$ cat config.mk
export PLATFORM = sky130hd
export DESIGN_NAME = i2c_slave
export DESIGN_NICKNAME = d
export VERILOG_FILES = /design/src/rtl/i2c_slave.sv
export SDC_FILE = /design/constraint.sdc
export NUM_CORES = 1
export LEC_CHECK = 0
export BUFFER_PORTS_ARGS = -buffer_cell sky130_fd_sc_hd__buf_2
export CORE_ASPECT_RATIO = 1.75
export CORE_UTILIZATION = 25
export DETAILED_ROUTE_END_ITERATION = 12
export GPL_TIMING_DRIVEN = 0
export PLACE_DENSITY = 0.51
export SETUP_SLACK_MARGIN = 0.1
export SYNTH_ARGS = -nofsm -noshare
export SYNTH_HDL_FRONTEND = slang
export SYNTH_SLANG_ARGS = --single-unit
$ cat constraint.sdc
create_clock -name clk -period 2.93 [get_ports clk]
set_input_delay 0.1465 -clock clk [delete_from_list [all_inputs] [get_ports clk]]
set_output_delay 0.1465 -clock clk [all_outputs]
set_load 0.02 [all_outputs]
$ cat src/rtl/i2c_slave.sv
// Single-address I2C target: oversamples SCL/SDA on clk, detects START/STOP,
// ACKs its address, then receives or transmits bytes through a pulse interface.
module i2c_slave #(
    parameter logic [6:0] SLAVE_ADDR  = 7'h5A,
    parameter int         SYNC_STAGES = 2
) (
    input  logic       clk,
    input  logic       rst,
    input  logic       sclk,
    input  logic       sda_in,
    output logic       sda_out,
    output logic [2:0] state,
    output logic [7:0] rx_data,
    output logic       rx_valid,
    input  logic [7:0] tx_data,
    output logic       tx_load,
    output logic       addressed
);

    typedef enum logic [2:0] {
        IDLE      = 3'd0,
        ADDR      = 3'd1,
        ADDR_ACK  = 3'd2,
        RX        = 3'd3,
        RX_ACK    = 3'd4,
        TX        = 3'd5,
        TX_ACK    = 3'd6,
        WAIT_STOP = 3'd7
    } state_t;

    state_t                 state_q, state_d;
    logic [SYNC_STAGES-1:0] scl_sync, sda_sync;
    logic                   scl_prev, sda_prev;
    logic                   scl_now, sda_now;
    logic                   scl_rise, scl_fall, start_det, stop_det;
    logic [2:0]             cnt_q, cnt_d;
    logic                   done_q, done_d;
    logic                   rw_q, rw_d;
    logic [7:0]             shift_q, shift_d;
    logic [7:0]             tx_shift_q, tx_shift_d;
    logic [7:0]             rx_data_d;
    logic                   rx_valid_d, tx_load_d, sda_d, addressed_d;

    // Synchronizers reset to the idle-bus level so reset never fakes an edge.
    always_ff @(posedge clk) begin
        if (rst) begin
            scl_sync <= '1;
            sda_sync <= '1;
            scl_prev <= 1'b1;
            sda_prev <= 1'b1;
        end else begin
            scl_sync <= {scl_sync[SYNC_STAGES-2:0], sclk};
            sda_sync <= {sda_sync[SYNC_STAGES-2:0], sda_in};
            scl_prev <= scl_sync[SYNC_STAGES-1];
            sda_prev <= sda_sync[SYNC_STAGES-1];
        end
    end

    assign scl_now   = scl_sync[SYNC_STAGES-1];
    assign sda_now   = sda_sync[SYNC_STAGES-1];
    assign scl_rise  = !scl_prev && scl_now;
    assign scl_fall  = scl_prev && !scl_now;
    assign start_det = scl_prev && scl_now && sda_prev && !sda_now;
    assign stop_det  = scl_prev && scl_now && !sda_prev && sda_now;

    always_ff @(posedge clk) begin
        if (rst) begin
            state_q    <= IDLE;
            cnt_q      <= 3'd0;
            done_q     <= 1'b0;
            rw_q       <= 1'b0;
            shift_q    <= 8'h00;
            tx_shift_q <= 8'h00;
            rx_data    <= 8'h00;
            rx_valid   <= 1'b0;
            tx_load    <= 1'b0;
            sda_out    <= 1'b1;
            addressed  <= 1'b0;
        end else begin
            state_q    <= state_d;
            cnt_q      <= cnt_d;
            done_q     <= done_d;
            rw_q       <= rw_d;
            shift_q    <= shift_d;
            tx_shift_q <= tx_shift_d;
            rx_data    <= rx_data_d;
            rx_valid   <= rx_valid_d;
            tx_load    <= tx_load_d;
            sda_out    <= sda_d;
            addressed  <= addressed_d;
        end
    end

    always_comb begin
        state_d     = state_q;
        cnt_d       = cnt_q;
        done_d      = done_q;
        rw_d        = rw_q;
        shift_d     = shift_q;
        tx_shift_d  = tx_shift_q;
        rx_data_d   = rx_data;
        rx_valid_d  = 1'b0;
        tx_load_d   = 1'b0;
        sda_d       = sda_out;
        addressed_d = addressed;
        if (stop_det) begin
            state_d     = IDLE;
            sda_d       = 1'b1;
            addressed_d = 1'b0;
        end else if (start_det) begin
            state_d     = ADDR;
            cnt_d       = 3'd0;
            done_d      = 1'b0;
            sda_d       = 1'b1;
            addressed_d = 1'b0;
        end else begin
            // The done flag, not the 3-bit count, marks a full byte; the count wraps 7->0.
            if (scl_rise && (state_q == ADDR || state_q == RX || state_q == TX)) begin
                shift_d = {shift_q[6:0], sda_now};
                cnt_d   = cnt_q + 3'd1;
                if (cnt_q == 3'd7) done_d = 1'b1;
            end
            case (state_q)
                ADDR: if (scl_fall && done_q) begin
                    done_d = 1'b0;
                    rw_d   = shift_q[0];
                    if (shift_q[7:1] == SLAVE_ADDR) begin
                        sda_d       = 1'b0;
                        addressed_d = 1'b1;
                        state_d     = ADDR_ACK;
                    end else begin
                        sda_d   = 1'b1;
                        state_d = WAIT_STOP;
                    end
                end
                ADDR_ACK: if (scl_fall) begin
                    cnt_d  = 3'd0;
                    done_d = 1'b0;
                    if (rw_q) begin
                        tx_load_d  = 1'b1;
                        sda_d      = tx_data[7];
                        tx_shift_d = {tx_data[6:0], 1'b0};
                        state_d    = TX;
                    end else begin
                        sda_d   = 1'b1;
                        state_d = RX;
                    end
                end
                RX: if (scl_fall && done_q) begin
                    done_d     = 1'b0;
                    rx_data_d  = shift_q;
                    rx_valid_d = 1'b1;
                    sda_d      = 1'b0;
                    state_d    = RX_ACK;
                end
                RX_ACK: if (scl_fall) begin
                    sda_d   = 1'b1;
                    cnt_d   = 3'd0;
                    done_d  = 1'b0;
                    state_d = RX;
                end
                TX: if (scl_fall) begin
                    if (done_q) begin
                        done_d  = 1'b0;
                        sda_d   = 1'b1;
                        state_d = TX_ACK;
                    end else begin
                        sda_d      = tx_shift_q[7];
                        tx_shift_d = {tx_shift_q[6:0], 1'b0};
                    end
                end
                TX_ACK: begin
                    // A NACK leaves at once; an ACK waits for the fall to present the next byte.
                    if (scl_rise && sda_now) begin
                        state_d     = WAIT_STOP;
                        addressed_d = 1'b0;
                    end else if (scl_fall) begin
                        tx_load_d  = 1'b1;
                        sda_d      = tx_data[7];
                        tx_shift_d = {tx_data[6:0], 1'b0};
                        cnt_d      = 3'd0;
                        done_d     = 1'b0;
                        state_d    = TX;
                    end
                end
                default: sda_d = 1'b1;
            endcase
        end
    end

    assign state = state_q;

endmodule
# == After elaboration in Yosys (flattened, before gate mapping) ==
# Index checks and enable logic that the tools add are counted.
# totals
mem_count,0
ram_bits,0
wordCells,135
input_bits,12
latchBits,0
romBits,0
ff_bits,42
out_inout_bits,15
# op_classes
bitwise,3
n_lt_le_gt_ge,0
n_mux,54
n_addsub,1
eq_ne,28
n_shift,0
reduce_logical,33
mul,0
div,0
# op_table
operator,count
2-to-1 mux 8 bit,6
2-to-1 mux 3 bit,14
2-to-1 mux 1 bit,27
case mux 8 bit (3 select lines),1
"!= test 2 bit, second input constant",9
case mux 3 bit (6 select lines),1
AND reduction 8 bit,2
"!= test 3 bit, second input constant",5
"equality test 3 bit, second input constant",4
AND reduction 4 bit,3
logical AND 1 bit,10
AND reduction 9 bit,1
"equality test 7 bit, second input constant",1
AND reduction 7 bit,1
nonzero test 7 bit,1
"equality test 3 x 2 -> 1 bit, second input constant",2
"!= test 2 x 1 -> 1 bit, second input constant",3
"!= test 3 x 2 -> 1 bit, second input constant",2
case mux 1 bit (6 select lines),1
case mux 3 bit (2 select lines),1
nonzero test 6 bit,1
OR reduction 2 bit,3
zero test 1 bit,4
"!= test 4 bit, second input constant",1
11 further kinds,15

# == Logic depth before layout (Yosys ltp) ==
# depth
ltp_word,9
depth_mapped,7
ltp_nobuf,5

# == Worst setup path before layout ==
# OpenSTA, ideal clock, no wires.
# synth_path
kind,register -> register
from,register state_q[0] (netlist: state[0])
to,register state_q[0] (netlist: state[0])
setup_slack_ps,1231
t_arrival_ps,1582
synth_period_minus_slack_ps,1699
required_ps,2813
path_stages_with_launch,7
path_buffers,1
setup_time_ps,117
cell_sequence,dfxtp_1 > buf_4 > inv_2 > o21ai_1 > o21bai_4 > a311o_1 > and4b_1
# synth_via
elab_chain_len,3
word_cells_on_any_way,17
cone_classes,eq/ne: 13; mux: 2; reduce/logical: 2
# synth_rtl
element,line_no,rtl
from (decl),31,"state_t state_q, state_d;"
from (signal assigned),80,state_q <= state_d;
equality test 3 bit (tied with other cells),123,case (state_q)
!= test 4 bit (no line) (tied with other cells),-,
AND reduction 8 bit (no line) or 2-to-1 mux 1 bit (tied branches),-,
# Parallel ways exist; a longest one is shown, timed or not.
# A chain may end at the register's enable or synchronous reset.

# == Worst setup path in the final report ==
# layout_path
from,register scl_prev
to,register rw_q
# layout_via
elab_chain_len,5
word_cells_on_any_way,10
cone_classes,bitwise: 2; reduce/logical: 8
# layout_rtl
element,line_no,rtl
from (decl),33,"logic scl_prev, sda_prev;"
from (signal assigned),54,scl_prev <= scl_sync[SYNC_STAGES-1];
logical AND 1 bit,"63, 64",
logical AND 1 bit (on tied branches) (2 in a row),"64, 63",
NOT 1 bit (no line),-,
AND reduction 4 bit (no line) (*),-,
to (signal assigned),83,rw_q <= rw_d;
to (decl),38,"logic rw_q, rw_d;"
# Every way passes the cells marked *; elsewhere a longest branch is shown, timed or not.

==> summary.md <==
| Metric | Value |
|---|---|
| Outcome | finished clean |
| DIE WIDTH | 66.5 microns |
| Critical path class | reg -> reg |
| Flop pwr share | 0.447 |
| CP Launch Type | register |
| Setup TNS | 0 ps |
| Peak supply drop | 0.000287 V |
| Num CTS Buffers | 5 |
| Via count of the routed design | 1597 |
| Routed WL | 4470 microns |
| Ports | 27 |
| Post-synthesis sequential area ratio | 0.451 |
| Sw Pwr | 257 uW |
| H-tree lvl count | 2 |
| Routed WL per cell | 13.6 microns |
| Mean Syn Cell Area | 8.58 sq um |
| Pins Over Slew Limit | 0 |
| Int Pwr | 1.01 mW |
| IO buf count | 25 |
| Initial Utilization | 0.261 |
| Peak Freq | 0.523 GHz |
| RR Startpoint | scl_prev |
| Clock power share | 0.509 |
| Initial antenna violation count | 0 |
| Clock Tree Root | clkbuf_16 |
| Final Net Count | 258 |
| Synth Net Count | 226 |
| Sink Count | 41 |
| Post-synth ARST share | 0 |
| Drt drc | 0 |
| Netlist Area Pre-Place | 1820 sq um |
| Row count | 40 |
| Hold WS | 40.9 ps |
| Clock-pin slew on the worst setup and hold paths | 60 ps |
| Design Area, Final | 2220 sq um |
| WP data required | 3090 ps |
| Post-CTS Hold Fix Bufs | 0 |
| Critical path fanouts, max | 10 |
| Combinational power share | 0.044 |
| Placed insts | 321 |
| Reg2reg setup slack | 1020 ps |
| PostCTS Resize Cnt | 0 |
| Period utilization | 0.652 |
| Critical R2R Capture | rw_q |
| First-pass GRT wire length | 7250 microns |
| Core ar. | 6960 sq um |
| DR vias/cell | 4.85 |
| Die Ht | 115 microns |
| Post-synth cell types | 44 |
| Layout Skew | 3.47 ps |
| Largest net degree at the start of global routing | 13 |
| Non-filler cells, final | 329 |
| HP Class | in -> reg |
| Post-synth EDFFs | 0 |
| Area Growth Syn to Fin | 22.2% |
| Min cycle time layout | 1910 ps |
| Synth warn | 0 |
| Worst Reg2Reg Path Length in Cells | 7 |
| FF+latch count, synth | 41 |
| First drt pass iteration count | 4 |
| CTS max path bufs | 2 |
| Vias in the first global route | 1500 |
| Gr ovfl total | 0 |
| Slew headroom | 0.557 |
| Final setup viols | 0 |
| Gp weighted congestion | 0.826 |
| Syn Inst Count | 212 |
| Crit end category | register |
| Total of max-cap violations | 0 |
| Global router's overall resource usage | 0.128 |
| DRT antenna net count | 0 |
| Post-DP HPWL | 3290 microns |
| Sw frac | 0.203 |
| Arrival @ worst endpoint | 2070 ps |
| CTS tree | built |
| Share of cells above drive strength 1 | 0.204 |
| 1st-iter DRT viols | 124 |
| DP Area | 2050 sq um |
| Synth top area share | 0.451 |
| Final hold violation count | 0 |
| Synth area leader | dfxtp_1 |
| Setup crit start | scl_prev |
| Main synth FF type | dfxtp_1 |
| Die area | 7630 sq um |
| Lkg Pwr | 0.897 nW |
| Hold Startpoint | sclk |
| Postcts setup bufs | 0 |
| # diodes | 0 |
| Clk Latency, worst-skew pair | 290 ps |
| PwrDens | 571 nW/um^2 |
| Fillers | 765 |
| Worst Max-Slew Pin Slew | 655 ps |
| Top post-synthesis cells by area | dfxtp_1, a21oi_1, nand2_1, mux2i_1, o21ai_0 |
| Unrepaired setup endpoints after global routing | no |
| Setup crit end | rw_q |
[worst min-delay path by stage]
| stage | end | slack, ps | depth (start not counted) |
|---|---|---|---|
| 6_report | scl_sync[0] | 40 | 2 |
| 5_1_grt | scl_sync[0] | 50 | 2 |
| 4_1_cts | scl_sync[0] | 30 | 2 |
| 3_5_place_dp | scl_sync[0] | 330 | 2 |
| 3_3_place_gp | scl_sync[0] | 330 | 2 |
| 2_1_floorplan | scl_sync[0] | 250 | 1 |
[synthesized netlist by cell type (2+ instances only)]
cell      count
nor2_1       16
mux2i_1       8
a31oi_1       2
and3_1        2
dfxtp_1      41
inv_1         2
nand2_1      30
or2_1         2
o21ai_0      15
nand4_1       2
a21oi_1      23
nor2b_1       4
clkbuf_1      7
a211oi_1      9
nor3_1        5
a22oi_1       2
buf_2         4
nand3_1       2
buf_4         2
ha_1          2
or2_2         6
nand2b_1      3
nand4b_1      2
[cell type report]
class	count	area, sq um	area share
multi-input combinational	154	921	0.415
sequential	41	821	0.370
clock buffer	7	143	0.0642
timing repair buffer	25	125	0.0563
tap	84	105	0.0473
buffer	14	65.1	0.0293
clock inverter	1	30.0	0.0135
inverter	3	11.3	0.00507
[layer usage]
| layer | wire length [microns] | vias up | global-route usage |
|---|---|---|---|
| met5 | 0 | - | 0 |
| met4 | 130 | 0 | 0.0752 |
| met3 | 144 | 7 | 0.0298 |
| met2 | 2460 | 30 | 0.241 |
| met1 | 1730 | 746 | 0.121 |
| li1 | - | 814 | - |
[state kept, by name, summed over array words and instances, names as in the netlist]
name / flops
shift_q: 8
scl_prev: 1
scl_sync: 2
done_q: 1
rw_q: 1
rx_data: 8
addressed: 1
state: 3
rx_valid: 1
cnt_q: 3
sda_prev: 1
sda_out: 1
tx_load: 1
tx_shift_q: 7
sda_sync: 2
[cells in the final DEF, fill, tap and decap left out, types with 2 or more instances in the layout]
cell type,n
dfxtp_1,41
nand2_1,30
buf_2,29
a21oi_1,23
nor2_1,16
o21ai_0,15
a211oi_1,9
clkbuf_1,8
mux2i_1,8
or2_2,6
nor3_1,5
clkbuf_16,5
nor2b_1,4
nand2b_1,3
buf_4,2
and3_1,2
nand4b_1,2
or2_1,2
a31oi_1,2
a22oi_1,2
nand3_1,2
nand4_1,2
inv_1,2
ha_1,2
[power by group through the flow]
stage,clock network [mW],logic [mW],registers [mW]
floorplan,0,0.0354,0.579
global placement,0,0.0562,0.579
detailed placement,0,0.0561,0.579
CTS,0.663,0.0564,0.566
global route,0.680,0.0618,0.567
finish,0.645,0.0556,0.566
[through the flow]
stage	setup slack, ps	total power [mW]	utilization
2_1_floorplan	1230	0.615	-
3_3_place_gp	1050	0.635	0.294
6_report	1020	1.27	0.319
3_5_place_dp	1060	0.635	0.294
4_1_cts	1030	1.29	0.319
5_1_grt	884	1.31	0.319
[worst max-delay path, stage by stage, from the launching register on]
cell and delay (ps):
dfxtp_1 300, buf_2 180, nor2b_1 340, nand3b_1 160
clkbuf_1 240, nor3_1 280, mux2i_1 220, nor2_1 50
[cells by family after synthesis]
| group | count (synthesis) | synth area share |
|---|---|---|
| fa+ha+maj | 2 | 0.0138 |
| flops | 41 | 0.451 |
| mux | 8 | 0.0440 |
| xor+xnor | 1 | 0.00482 |
| buf+inv | 17 | 0.0420 |
| simple gates | 82 | 0.235 |
| compound gates | 61 | 0.209 |
No activity file was read; power rests on OpenSTA's default activity.
